**config.mk**
```make
export PLATFORM = sky130hd
export DESIGN_NAME = cpu_mem_arbiter
export DESIGN_NICKNAME = d
export VERILOG_FILES = /design/src/rtl/cpu_mem_arbiter.sv
export SDC_FILE = /design/constraint.sdc
export NUM_CORES = 1
export LEC_CHECK = 0
export CORE_MARGIN = 1.5
export CORE_UTILIZATION = 47
export CTS_BUF_LIST = sky130_fd_sc_hd__clkbuf_4
export DETAILED_ROUTE_END_ITERATION = 8
export PLACE_DENSITY = 0.91
export SYNTH_ARGS = -nofsm -noshare
export SYNTH_HDL_FRONTEND = slang
export SYNTH_SLANG_ARGS = --single-unit
```
**constraint.sdc**
```tcl
create_clock -name sys_clk -period 4.2 [get_ports sys_clk]
set_clock_uncertainty 0.1 [all_clocks]
set_input_delay 0.42 -clock sys_clk [delete_from_list [all_inputs] [get_ports sys_clk]]
set_output_delay 0.42 -clock sys_clk [all_outputs]
set_load 0.02 [all_outputs]
```
**src/rtl/cpu_mem_arbiter.sv**
```systemverilog
// cpu_mem_arbiter: shares one memory port between an instruction master and a
// data master. Round-robin on ties, one access in flight, bounded wait with a
// sticky timeout flag.
//
// state | meaning
// IDLE  | no access; arbitrate between pending strobes
// ACC_I | instruction access on the memory port, waiting for mem_rdy_i
// ACC_D | data access on the memory port, waiting for mem_rdy_i
// DONE  | ack cycle; both strobes ignored, back to IDLE next edge
//
// Wait handling: the counter counts ACC cycles seen with mem_rdy_i=0. On the
// edge where the counter already equals TIMEOUT, a late mem_rdy_i still counts
// as normal completion; otherwise the access is abandoned as timed out.
module cpu_mem_arbiter #(
    parameter int DATA_W  = 16,
    parameter int ADDR_W  = 16,
    parameter int TIMEOUT = 255
) (
    input  logic              sys_clk,
    input  logic              sys_rst,
    input  logic              instr_stb_i,
    input  logic              instr_we_i,
    input  logic [ADDR_W-1:0] instr_addr_i,
    input  logic [DATA_W-1:0] instr_data_i,
    output logic [DATA_W-1:0] instr_data_o,
    output logic              instr_ack_o,
    input  logic              data_stb_i,
    input  logic              data_we_i,
    input  logic [ADDR_W-1:0] data_addr_i,
    input  logic [DATA_W-1:0] data_data_i,
    output logic [DATA_W-1:0] data_data_o,
    output logic              data_ack_o,
    output logic              mem_req_o,
    output logic              mem_we_o,
    output logic [ADDR_W-1:0] mem_addr_o,
    output logic [DATA_W-1:0] mem_wdata_o,
    input  logic [DATA_W-1:0] mem_rdata_i,
    input  logic              mem_rdy_i,
    output logic              timeout_o
);

    typedef enum logic [1:0] {IDLE, ACC_I, ACC_D, DONE} state_t;

    localparam logic [7:0] TO_CNT = 8'(TIMEOUT);

    state_t            r_state;
    state_t            w_next;
    logic              r_last_d;
    logic [7:0]        r_wait;
    logic              r_mem_we;
    logic [ADDR_W-1:0] r_mem_addr;
    logic [DATA_W-1:0] r_mem_wdata;
    logic [DATA_W-1:0] r_instr_data;
    logic [DATA_W-1:0] r_data_data;
    logic              r_instr_ack;
    logic              r_data_ack;
    logic              r_timeout;
    logic              w_grant_i;
    logic              w_grant_d;
    logic              w_in_acc;
    logic              w_done_ok;
    logic              w_done_to;

    assign w_in_acc  = (r_state == ACC_I) || (r_state == ACC_D);
    assign w_done_ok = w_in_acc && mem_rdy_i;
    assign w_done_to = w_in_acc && !mem_rdy_i && (r_wait == TO_CNT);

    assign mem_req_o    = w_in_acc;
    assign mem_we_o     = r_mem_we;
    assign mem_addr_o   = r_mem_addr;
    assign mem_wdata_o  = r_mem_wdata;
    assign instr_data_o = r_instr_data;
    assign data_data_o  = r_data_data;
    assign instr_ack_o  = r_instr_ack;
    assign data_ack_o   = r_data_ack;
    assign timeout_o    = r_timeout;

    // Arbitration in IDLE: a tie goes to the port not granted last.
    always_comb begin
        w_grant_i = 1'b0;
        w_grant_d = 1'b0;
        if (r_state == IDLE) begin
            if (instr_stb_i && data_stb_i) begin
                w_grant_d = !r_last_d;
                w_grant_i = r_last_d;
            end else begin
                w_grant_i = instr_stb_i;
                w_grant_d = data_stb_i;
            end
        end
    end

    // State register.
    always_ff @(posedge sys_clk or negedge sys_rst) begin
        if (!sys_rst) r_state <= IDLE;
        else          r_state <= w_next;
    end

    // Next-state logic.
    always_comb begin
        w_next = r_state;
        case (r_state)
            IDLE: begin
                if (w_grant_d)      w_next = ACC_D;
                else if (w_grant_i) w_next = ACC_I;
            end
            ACC_I, ACC_D: begin
                if (w_done_ok || w_done_to) w_next = DONE;
            end
            DONE:    w_next = IDLE;
            default: w_next = IDLE;
        endcase
    end

    // Request capture, wait counting, read-data capture, acks and timeout flag.
    always_ff @(posedge sys_clk or negedge sys_rst) begin
        if (!sys_rst) begin
            r_last_d     <= 1'b0;
            r_wait       <= 8'd0;
            r_mem_we     <= 1'b0;
            r_mem_addr   <= '0;
            r_mem_wdata  <= '0;
            r_instr_data <= '0;
            r_data_data  <= '0;
            r_instr_ack  <= 1'b0;
            r_data_ack   <= 1'b0;
            r_timeout    <= 1'b0;
        end else begin
            r_instr_ack <= 1'b0;
            r_data_ack  <= 1'b0;
            if (w_grant_i) begin
                r_mem_we    <= instr_we_i;
                r_mem_addr  <= instr_addr_i;
                r_mem_wdata <= instr_data_i;
                r_wait      <= 8'd0;
                r_last_d    <= 1'b0;
            end else if (w_grant_d) begin
                r_mem_we    <= data_we_i;
                r_mem_addr  <= data_addr_i;
                r_mem_wdata <= data_data_i;
                r_wait      <= 8'd0;
                r_last_d    <= 1'b1;
            end else if (w_in_acc && !mem_rdy_i && (r_wait != TO_CNT)) begin
                r_wait <= r_wait + 8'd1;
            end
            if (w_done_ok || w_done_to) begin
                if (r_state == ACC_I) begin
                    r_instr_ack <= 1'b1;
                    if (w_done_to)     r_instr_data <= '1;
                    else if (!r_mem_we) r_instr_data <= mem_rdata_i;
                end else begin
                    r_data_ack <= 1'b1;
                    if (w_done_to)     r_data_data <= '1;
                    else if (!r_mem_we) r_data_data <= mem_rdata_i;
                end
                if (w_done_to) r_timeout <= 1'b1;
            end
        end
    end

endmodule

```
Word-level counts from Yosys, hierarchy flattened --
Cells that the tools add are included. Widths: inputs -> output; s select.
Word-level totals: register bits after elaboration 79, output and inout port bits 69, input bits 87, word-level logic and storage cells 63
Cells by class: add/subtract/negate cells 1, equality and inequality tests 8, mux-type cells 25, reduce and logical (&&, ||, !) cells 17, bitwise logic cells 1
Operators with widths (number):
- $mux 16 | 6
- $mux 8 | 3
- $mux 1 | 12
- $add 8x1->8 const B | 1
- $eq 8x8->1 const B | 1
- $ne 8x8->1 const B | 1
- $mux 2 | 3
- $pmux 2 s3 | 1
- $reduce_and 3->1 | 2
- $logic_and 1x1->1 | 5
- $eq 2x2->1 const B | 2
- $reduce_and 2->1 | 2
- $ne 3x3->1 const B | 1
- $reduce_bool 3->1 | 1
- $eq 2x1->1 const B | 1
- $logic_not 1->1 | 2
- $logic_not 2->1 | 1
- $logic_or 1x1->1 | 2
- $ne 2x1->1 const B | 1
- $ne 2x2->1 const B | 1
- $reduce_bool 2->1 | 1
- $reduce_or 2->1 | 1
- $not 1->1 | 1

Logic depth before layout (Yosys ltp) --
depth in word-level cells 7, mapped depth 8

Worst setup path after synthesis --
Ideal clock, no wire load.
kind reg2reg, from register r_state[0], to register r_data_data[0] (netlist: data_data_o[0]), arrival 1887 ps, cell stages (with the launch flop) 9, data required time 3972 ps, path buffers 2, setup slack 2085 ps, clock period less this slack 2115 ps, path through dfrtp_1 inv_1 ha_1 buf_2 nand2b_1 nor3_2 clkbuf_1 or2_2 mux2_1
On the way: word-level cells in the longest chain between the ends 6, elaborated cells between the ends (all ways) 11
RTL lines:
- start, declared | RTL line 46 | state_t r_state;
- start signal, assigned | RTL line 96 | else r_state <= w_next;
- $eq 2x1->1 or $eq 2x2->1 (tied branches) | RTL line 64 | assign w_in_acc = (r_state == ACC_I) || (r_state == ACC_D);
- $logic_or 1x1->1 * | RTL line 64
- via mem_req_o | RTL line 33 | output logic mem_req_o,
- $logic_and 1x1->1 (2 in a row) | RTL line 66 | assign w_done_to = w_in_acc && !mem_rdy_i && (r_wait == TO_CNT);
- $ne 2x1->1 (no line) or $logic_or 1x1->1 (tied branches)
- $reduce_and 3->1 (no line)
- end signal, assigned | RTL line 154 | else if (!r_mem_we) r_data_data <= mem_rdata_i;
- end, declared | RTL line 54 | logic [DATA_W-1:0] r_data_data;
Mark *: on every way through the listed nets, which the timed path passes. The rest lies on a longest branch. A chain may end at the register's enable or synchronous reset.

Worst setup path in the final report --
from register r_state[0], to output port mem_req_o
On the way: word-level cells in the longest chain between the ends 2, elaborated cells between the ends (all ways) 3
RTL lines (RTL line):
- $eq 2x1->1 or $eq 2x2->1 (tied branches) | 64
- $logic_or 1x1->1 * | 64
- end, declared | 33
Every way passes the cells marked *; elsewhere a longest branch is shown, timed or not.

==> flow_summary.toml <==
[outcome]
status = "completed"

[route]
wl_um = 9130
ant_nets = 0
drc = 0
dr.pass1.iters = 4
first_iter_violations = 110
wl_per_cell_um = 16.3
vias = 2869
vias_per_cell = 5.11

[power_and_ir_drop]
power_frac_clock_pct = 14.6
p_sw_share_pct = 37.8
power_switching_mw = 1.50
p_int_mw = 2.48
p_leak_nw = 2.38
p_per_area_nw_per_um2 = 725
vdd_drop_max_mv = 0.319
pwr-share-comb_pct = 52.5
total_power_mw = 3.98
power_frac_seq_pct = 32.9

[placement]
port_buffers = 155
place_ws_ps = 1640
post-dp-hpwl_um = 6760
place.gp.congestion = 0.771

[timing]
fin_setup_tns_ps = 0
worst_pin_slew_ps = 971
hold_viol = 0
slew_viol_final = 0
slew_headroom_pct = 35.2
layout_setup_ws_ps = 1610
setup_viol = 0
min_period_ps = 2590
period_share_pct = 61.8
max_freq_mhz = 385
rsz0062_at_grt = "no"

[floorplanning]
ios = 156
coreArea_um2 = 7370
die_w_um = 91.2
num_rows = 31
fp.dieArea_um2 = 8320
start_util_pct = 49.6
die_h_um = 91.2

[setup_path]
startpoint_type = "flop"
critPathRequiredTime_ps = 3680
crit_start = "r_state[0]"
rr_worst_depth = 6
path_delay_family = "buffers and inverters"
crit_cells = 3
cp_num_buf_inv = 2
path_max_fanout = 8
rr_startpoint = "r_state[0]"
slowest_delay_ps = 690
endpoint_kind = "primary output"
crit_chain = "inv_1, ha_1, clkdlybuf4s50_1"
cp_slowest_cell = "clkdlybuf4s50_1"
worstSetupPathType = "reg2out"
critPathArrivalTime_ps = 2070

[clocking]
cts_made_buffers = 9
cts_resized = 0
cts_hold_buf = 0
clk_pin_slew_ps = 140
cts_sinks = 79
h-tree-depth = 3
clkLatencyLatePin_ps = 420
postCtsSetupBuffers = 0
cts_buffer_depth = 2
cts_tree = "done"
root_buffer = "clkbuf_4"

[worst_hold_path]
hp-class = "in2async"

[global_route]
antenna_found_initial = 0
first_global_vias = 2946
grt.busiest_layer = "met2"
grt_max_degree = 80
grt_util_met3_pct = 4.61
overflow = 0
grt_pass1_wl_um = 14500
grt_util_met2_pct = 40.0
grt_usage_pct = 22.4
grt_use_met1_pct = 26.0

[logic_synthesis]
syn_nets = 394
ys.flop_type = "dfrtp_1"
synth-seq-area-share_pct = 54.1
ys_seq_elements = 79
syn_area_um2 = 3660
yosysWarnings = 0
ys_types = 37
synth_area_leaders = "dfrtp_1 54%, mux2i_1 9.6%, mux2_4 8.2%"
synth_top_area_cell = "dfrtp_1"
synth_cells = 303
synth_top_area_share_pct = 54.1
synthTopCellsByCount = "79 x dfrtp_1, 38 x nand2_1, 35 x mux2i_1, 35 x o21ai_1, 20 x mux2_4"
yosysMostFrequentCell = "dfrtp_1"
avgSynthCellArea_um2 = 12.1
ys_async_sr_fraction_pct = 100
synth_edf_count = 0

[run]
maxCapViolCount = 0

[finish]
diodes = 0
drive_gt1_share_pct = 11.9
final_nets = 548
syn2layout_area_growth_pct = 50.0
routing by layer:
metal	vias to the layer above	wire length [µm]
met3	16	398
met5	-	0
met4	0	204
met2	106	4850
li1	1361	-
met1	1386	3680
state kept, by name (all words and copies together), names as in the netlist:
| name | flops |
|---|---|
| data_ack_o | 1 |
| data_data_o | 16 |
| instr_ack_o | 1 |
| instr_data_o | 16 |
| mem_addr_o | 16 |
| mem_wdata_o | 16 |
| mem_we_o | 1 |
| r_last_d | 1 |
| r_state | 2 |
| r_wait | 8 |
| timeout_o | 1 |
cell families after synthesis:
kind of cell / synth area share [%]
simple gates: 11.6
flops: 54.1
mux: 21.8
compound gates: 7.84
buf+inv: 2.40
xor+xnor: 0.958
fa+ha+maj: 1.37
power by group through the flow:
stage / logic, mW / registers (mW) / clock network [mW]
6_report: 2.09 / 1.31 / 0.581
5_1_grt: 2.22 / 1.35 / 0.625
3_5_place_dp: 2.10 / 1.32 / 0
4_1_cts: 2.11 / 1.31 / 0.592
3_3_place_gp: 2.04 / 1.29 / 0
2_1_floorplan: 0.803 / 1.68 / 0
path summary, 6_finish.rpt:
| path | to | slack (ps) |
|---|---|---|
| min | mem_wdata_o[7] | 20 |
| min reg2reg | timeout_o | 400 |
| max reg2reg | instr_data_o[11] | 1770 |
| max in group asynchronous | r_wait[1] | 3330 |
| min in group sys_clk | timeout_o | 400 |
| max | mem_req_o | 1610 |
cell type report:
class | instances | area (µm²)
sequential | 79 | 1980
multi-input combinational | 206 | 1610
inverter | 4 | 15.0
timing repair buffer | 157 | 1560
clock buffer | 11 | 82.6
tap | 99 | 124
clock inverter | 5 | 106
fill | 493 | 1890
cells in the final DEF, fill, tap and decap left out, types with 3 or more instances in the layout:
cell	synthesis	layout
nand2_1	38	38
mux2i_1	35	35
buf_4	0	3
o21ai_0	4	4
clkbuf_4	0	11
o21ai_1	35	34
dfrtp_1	79	79
mux2_1	13	13
nor2_1	8	8
or2_2	9	9
mux2_4	20	20
clkdlybuf4s50_1	0	154
bufinv_16	0	3
a21oi_1	5	4
or2_1	8	8
xor2_1	3	3
ha_1	4	4
inv_1	4	4
through the flow:
stage,utilization [%],hold slack (ps),instances,area (µm²)
after floorplan,-,24.4,303,3660
after global placement,71.8,347,545,5290
after detailed placement,71.8,375,545,5290
after CTS,74.4,50.7,561,5480
after global routing,74.4,106,561,5480
final,74.4,15.5,561,5480
No activity file was read; power rests on OpenSTA's default activity.
